$ cat src/rtl/control_multiplicador.sv
// control_multiplicador: control FSM and operand/result handshake
// wrapper for the shift-add multiplier datapath.
module control_multiplicador #(
    parameter int ANCHO = 8
) (
    input  logic               clk,
    input  logic               rst,
    input  logic               in_valid,
    output logic               in_ready,
    input  logic [ANCHO-1:0]   multiplicando_in,
    input  logic [ANCHO-1:0]   multiplicador_in,
    output logic [ANCHO-1:0]   Multiplicando,
    output logic [ANCHO-1:0]   Multiplicador,
    output logic               Load_regs,
    output logic               Add_regs,
    output logic               Shift_regs,
    output logic               Decr_P,
    input  logic               Q_Cero,
    input  logic               Zero,
    input  logic [2*ANCHO:0]   Producto,
    output logic               out_valid,
    input  logic               out_ready,
    output logic [2*ANCHO-1:0] resultado,
    output logic               err
);
    localparam int CW = $clog2(ANCHO + 1);
    localparam logic [CW-1:0] ITERS = CW'(ANCHO);

    typedef enum logic [2:0] {
        IDLE, LOAD, CHECK, ADD, SHIFT, DECR, DONE
    } state_t;

    state_t             state_q, state_d;
    logic [ANCHO-1:0]   mcand_q, mcand_d;
    logic [ANCHO-1:0]   mplier_q, mplier_d;
    logic [CW-1:0]      iter_q, iter_d;
    logic [2*ANCHO-1:0] res_q, res_d;
    logic               err_q, err_d;
    logic               in_ready_q, in_ready_d;
    logic               out_valid_q, out_valid_d;
    logic               load_q, load_d;
    logic               add_q, add_d;
    logic               shift_q, shift_d;
    logic               decr_q, decr_d;

    // Next state, operand/result capture, watchdog and output decode.
    // Outputs are decoded from the next state so they leave a flop.
    always_comb begin
        state_d  = state_q;
        mcand_d  = mcand_q;
        mplier_d = mplier_q;
        iter_d   = iter_q;
        res_d    = res_q;
        err_d    = err_q;
        unique case (state_q)
            IDLE: begin
                if (in_valid && in_ready_q) begin
                    mcand_d  = multiplicando_in;
                    mplier_d = multiplicador_in;
                    iter_d   = '0;
                    err_d    = 1'b0;
                    state_d  = LOAD;
                end
            end
            LOAD: state_d = CHECK;
            CHECK: begin
                if (Zero) begin
                    res_d   = Producto[2*ANCHO-1:0];
                    err_d   = (iter_q != ITERS);
                    state_d = DONE;
                end else if (iter_q == ITERS) begin
                    res_d   = Producto[2*ANCHO-1:0];
                    err_d   = 1'b1;
                    state_d = DONE;
                end else if (Q_Cero) begin
                    state_d = ADD;
                end else begin
                    state_d = SHIFT;
                end
            end
            ADD:   state_d = SHIFT;
            SHIFT: state_d = DECR;
            DECR: begin
                iter_d  = iter_q + CW'(1);
                state_d = CHECK;
            end
            DONE: begin
                if (out_ready) state_d = IDLE;
            end
            default: state_d = IDLE;
        endcase
        in_ready_d  = (state_d == IDLE);
        out_valid_d = (state_d == DONE);
        load_d      = (state_d == LOAD);
        add_d       = (state_d == ADD);
        shift_d     = (state_d == SHIFT);
        decr_d      = (state_d == DECR);
    end

    // State and output registers; reset drops every command at once.
    always_ff @(posedge clk or negedge rst) begin
        if (!rst) begin
            state_q     <= IDLE;
            mcand_q     <= '0;
            mplier_q    <= '0;
            iter_q      <= '0;
            res_q       <= '0;
            err_q       <= 1'b0;
            in_ready_q  <= 1'b0;
            out_valid_q <= 1'b0;
            load_q      <= 1'b0;
            add_q       <= 1'b0;
            shift_q     <= 1'b0;
            decr_q      <= 1'b0;
        end else begin
            state_q     <= state_d;
            mcand_q     <= mcand_d;
            mplier_q    <= mplier_d;
            iter_q      <= iter_d;
            res_q       <= res_d;
            err_q       <= err_d;
            in_ready_q  <= in_ready_d;
            out_valid_q <= out_valid_d;
            load_q      <= load_d;
            add_q       <= add_d;
            shift_q     <= shift_d;
            decr_q      <= decr_d;
        end
    end

    assign in_ready      = in_ready_q;
    assign out_valid     = out_valid_q;
    assign Multiplicando = mcand_q;
    assign Multiplicador = mplier_q;
    assign Load_regs     = load_q;
    assign Add_regs      = add_q;
    assign Shift_regs    = shift_q;
    assign Decr_P        = decr_q;
    assign resultado     = res_q;
    assign err           = err_q;

endmodule

$ cat config.mk
export PLATFORM = sky130hd
export DESIGN_NAME = control_multiplicador
export DESIGN_NICKNAME = d
export VERILOG_FILES = /design/src/rtl/control_multiplicador.sv
export SDC_FILE = /design/constraint.sdc
export NUM_CORES = 1
export LEC_CHECK = 0
export CORE_UTILIZATION = 42
export CTS_CLUSTER_SIZE = 14
export DETAILED_ROUTE_END_ITERATION = 8
export PLACE_DENSITY = 0.89
export SLEW_MARGIN = 20
export SYNTH_ARGS = -nofsm -noshare
export SYNTH_HDL_FRONTEND = slang
export SYNTH_SLANG_ARGS = --single-unit
$ cat constraint.sdc
create_clock -name clk -period 2.46 [get_ports clk]
set_clock_uncertainty 0.2 [all_clocks]
set_input_delay 0.369 -clock clk [delete_from_list [all_inputs] [get_ports clk]]
set_output_delay 0.369 -clock clk [all_outputs]
set_load 0.05 [all_outputs]
Word-level counts from Yosys, hierarchy flattened. Cells that the tools add are included.

Muxes and demuxes: 14. Eq/ne operators: 15. Reductions and logical operators: 11. Add/subtract/negate cells: 1.

Operator list (count): 16-bit two-way mux (2); 3-bit == test (second input constant) (6); 3-bit one-hot mux with 6 select lines (1); 3-bit two-way mux (5); 3-bit by 2-bit == test with 1-bit output (second input constant) (3); 4-bit one-hot mux with 2 select lines (1); 3-bit by 1-bit == test with 1-bit output (second input constant) (2); 3-bit logical NOT (2); 2-bit AND reduction (3); 2-bit nonzero test (3); 4-bit by 1-bit adder with 4-bit output (second input constant) (1); 4-bit == test (second input constant) (1); 4-bit two-way mux (1); 4-bit != test (second input constant) (1); 1-bit two-way mux (3); 3-bit != test (second input constant) (1); 3-bit AND reduction (1); 2-bit != test (second input constant) (1); 1-bit one-hot mux with 2 select lines (1); 2-bit OR reduction (1); 1-bit logical AND (1).

Register bits after elaboration: 46. Bits of input ports: 39.

Longest topological paths before layout.
Word-level depth: 5. Depth in mapped cells: 7. Mapped depth without buffers: 5.

Worst setup path after synthesis. No wires, ideal clock.

Path kind: register to register. From: reg iter_q[0]. To: reg res_q[10], in the netlist resultado[10]. Period minus slack after synthesis: 2.038 ns. Setup slack: 0.422 ns. Path buffers: 2. Library setup time: 0.125 ns. Cell stages (with the launch flop): 8. Arrival time: 1.713 ns. Path through: dfrtp_1 > inv_1 > ha_1 > and3b_1 > clkbuf_1 > o21ai_2 > buf_6 > mux2_2.

Cells in the longest elaborated chain, start to end: 3.

Ends and longest elaborated chain: from (decl) (line 36) `logic [CW-1:0] iter_q, iter_d;`; from (signal assigned) (line 119) `iter_q <= iter_d;`; 4-bit == test (line 71) `end else if (iter_q == ITERS) begin`; 2-bit nonzero test (no source line); 2-bit AND reduction (no source line); to (signal assigned) (line 120) `res_q <= res_d;`; to (decl) (line 37) `logic [2*ANCHO-1:0] res_q, res_d;`.

Every way passes these cells. A chain may end at the register's enable or synchronous reset.

Worst setup path after layout.
From: reg in_ready_q, in the netlist in_ready. To: out in_ready.

RTL lines: from (decl) (line 39) `logic in_ready_q, in_ready_d;`; from (signal assigned) (line 122) `in_ready_q <= in_ready_d;`; to (decl) (line 9) `output logic in_ready,`.

No word-level cell between the ends.

==> run metrics <==
die area=4805 um2; Worst Path Arrival=1.49 ns; DR pass1 iterations=5; reg2reg path depth=6; Clock Path Buffers=2; Gate power share=57.4%; Max-cap violations=0; total leakage power=1.216 nW; Worst VDD drop=0.7889 mV; Reg2Reg Setup Slack=0.50 ns; crit path kind=register to primary output; synthesized area=1903 um2; ant diodes=0; clock root cell=clkbuf_8; highest-delay cell along the critical path=clkdlybuf4s50_1; Crit path required time=1.89 ns; hpwl dp=2789 um; total track usage=17.86%; Starting Density=43.71%; largest family of logic cells by synthesized area=multiplexers; crit start category=register; pin count of the biggest net entering global routing=25; maximum fanout along the worst path=3; Async S/R FF share, synth=100.0%; maximum clock rate=486.2 MHz; fin crit period=2.057 ns; initial antenna violation count=0; # DRC=0; TNS Setup=0 ns; Worst R2R Start=iter_q[0]; compound-gate portion of the synthesized area=4.536%; clk sinks=46; worst hold endpoint=Multiplicando[1]; Final Routed Wirelength=3916 um; H-Tree Depth=2; Horiz. Die Dim=69.32 um; Area growth syn-to-layout=47.67%; sequential share of power=31.6%; r2r endpoint=resultado[12]; M2 GR Usage=28.80%; Post-Synth Adder-Cell Area=1.315%; top_reg_cell synth=dfrtp_1; synth top area cells=dfrtp_1, mux2_2, mux2_4, inv_1, ha_1; gr ovfl total=0; unrepaired setup endpoints after global routing=no; Cell Rows=24; share of layout cells above drive strength 1=22.07%; Synth top area share=60.49%; NumNets Final=253; Synth Area in XOR/XNOR=0.4602%; Starting DRT DRC Count=66; Worst Max-Slew Pin Slew=0.5471 ns; IO Pins=78; Power Density=1514 nW/um2; grt met1 use=21.95%; Cell Chain, Critical Path=clkdlybuf4s50_1; Ys Warns=0; CP top delay family=buffers and inverters; Hold Vio Cnt, Final=0; Final Max Tran Viols=0; WL/cell=14.78 um; status=finished, final reports clean; Hold Path Class=register to register; die height=69.32 um; syn_nets=172; GP Congestion=0.7240; GRT busiest layer=met2; Core Area=4354 um2; Antenna Nets Post-Route=0; post-synth top area cell=dfrtp_1; Worst Path Buf+Inv=1; synth unique cells=34; most frequent cell after synthesis=dfrtp_1; first-pass GRT wire length=6720 um; CTS Buf Count=5; Worst slew margin=63.53%; Vias/cell=5.030; Clock power frac=11.0%; vias in the first global route=1,473; Synth Area in Simple Gates=8.153%; delay of the slowest critical-path stage=0.81 ns; CTS clk-pin slew, worst paths=0.08 ns; WHS Path Cells=1; Post-synth EDFFs=0; endpoint class of the critical path=primary output; cell internal pwr=0.002290 W; PortBufs=76; grt met3 use=6.250%; Clk Latency, worst-skew pair=0.29 ns; Net Sw Frac=46.17%; Switching Power=0.001964 W; cell count after synthesis=131; Final setup viols=0; top cells by count, synth=dfrtp_1, mux2_2, inv_1; Seq/Total Area, Yosys=60.49%; via count=1,333; final worst-path cycle share=83.61%; Yosys reg bits=46; mux contribution to synthesized area=20.84%; Syn Area/Cell=14.53 um2; fillcell total=327; Pwr Total=0.004255 W; post_cts resized=0; Worst Hold Launch=Multiplicando[1]; CTS tree=done
worst max path at each step:
stage | from | end | depth (start not counted)
after global routing | resultado[3] | resultado[3] | 1
after floorplan | iter_q[0] | resultado[10] | 7
after global placement | in_valid | Multiplicador[4] | 5
after CTS | in_ready | in_ready | 1
after detailed placement | in_valid | Multiplicador[1] | 5
final | in_ready | in_ready | 1
through the flow:
stage	cells	hold slack, ns	instance area (um2)	util (%)	setup WS [ns]
3_3_place_gp	256	0.1771	2709	62.21	0.3652
3_5_place_dp	256	0.1845	2709	62.21	0.3537
4_1_cts	265	0.3128	2810	64.54	0.3803
5_1_grt	265	0.3234	2810	64.54	0.3508
2_1_floorplan	131	-0.1266	1903	-	0.4220
6_report	265	0.3087	2810	64.54	0.4033
power by group through the flow:
| stage | Sequential [W] | Clock [W] | Combinational [W] |
|---|---|---|---|
| 6_report | 0.00135 | 0.000468 | 0.00244 |
| 5_1_grt | 0.00140 | 0.000523 | 0.00255 |
| 4_1_cts | 0.00135 | 0.000490 | 0.00246 |
| 3_5_place_dp | 0.00136 | 0 | 0.00245 |
| 3_3_place_gp | 0.00133 | 0 | 0.00241 |
| 2_1_floorplan | 0.00236 | 0 | 0.000648 |
sequential cells by signal, indices dropped and copies added (netlist names), 3 cells and up:
name / flops
state_q: 3
resultado: 16
Multiplicando: 8
Multiplicador: 8
iter_q: 4
layer usage:
metal / vias up / share of wire [%] / wire length (um)
met2: 48 / 47 / 1856
met4: 0 / 1.9 / 74
li1: 621 / - / -
met3: 8 / 6.4 / 249
met1: 656 / 44 / 1734
met5: - / 0 / 0
what timing repair did:
item	CTS	global route
hold buffers	1	0
buffers inserted	0	0
hold endpoints to repair	22	0
endpoints found under the setup margin	0	0
area by class of cell:
| cell class | count | area, um2 | share of cell area (%) |
|---|---|---|---|
| Timing Repair Buffer | 80 | 800.8 | 28.50 |
| Clock inverter | 1 | 5.005 | 0.1781 |
| Tap cell | 52 | 65.06 | 2.315 |
| Multi-Input combinational cell | 71 | 671.9 | 23.91 |
| Clock buffer | 7 | 86.33 | 3.072 |
| Sequential cell | 46 | 1151 | 40.96 |
| Inverter | 8 | 30.03 | 1.069 |
cell families (layout without fill, tap and decap cells):
logic type,after synthesis,after routing
AOI/OAI and AO/OA,12,12
xor gates and xnor gates,1,1
adders and majority gates,2,2
buffers and inverters,14,96
DFF,46,46
muxes,33,33
and+or+nand+nor,23,23
cell usage in the layout (no fill, tap or decap), types with 2 or more instances in the layout:
master | Yosys | final
inv_1 | 8 | 8
nand2_1 | 4 | 4
a21oi_1 | 2 | 2
nor3b_1 | 2 | 2
nand2b_1 | 3 | 3
mux2_4 | 7 | 7
ha_1 | 2 | 2
clkbuf_8 | 0 | 6
clkdlybuf4s50_1 | 0 | 75
mux2_2 | 25 | 25
nor3_1 | 4 | 4
dfrtp_1 | 46 | 46
buf_4 | 0 | 2
o22ai_1 | 3 | 3
No activity file was read; power rests on OpenSTA's default activity.
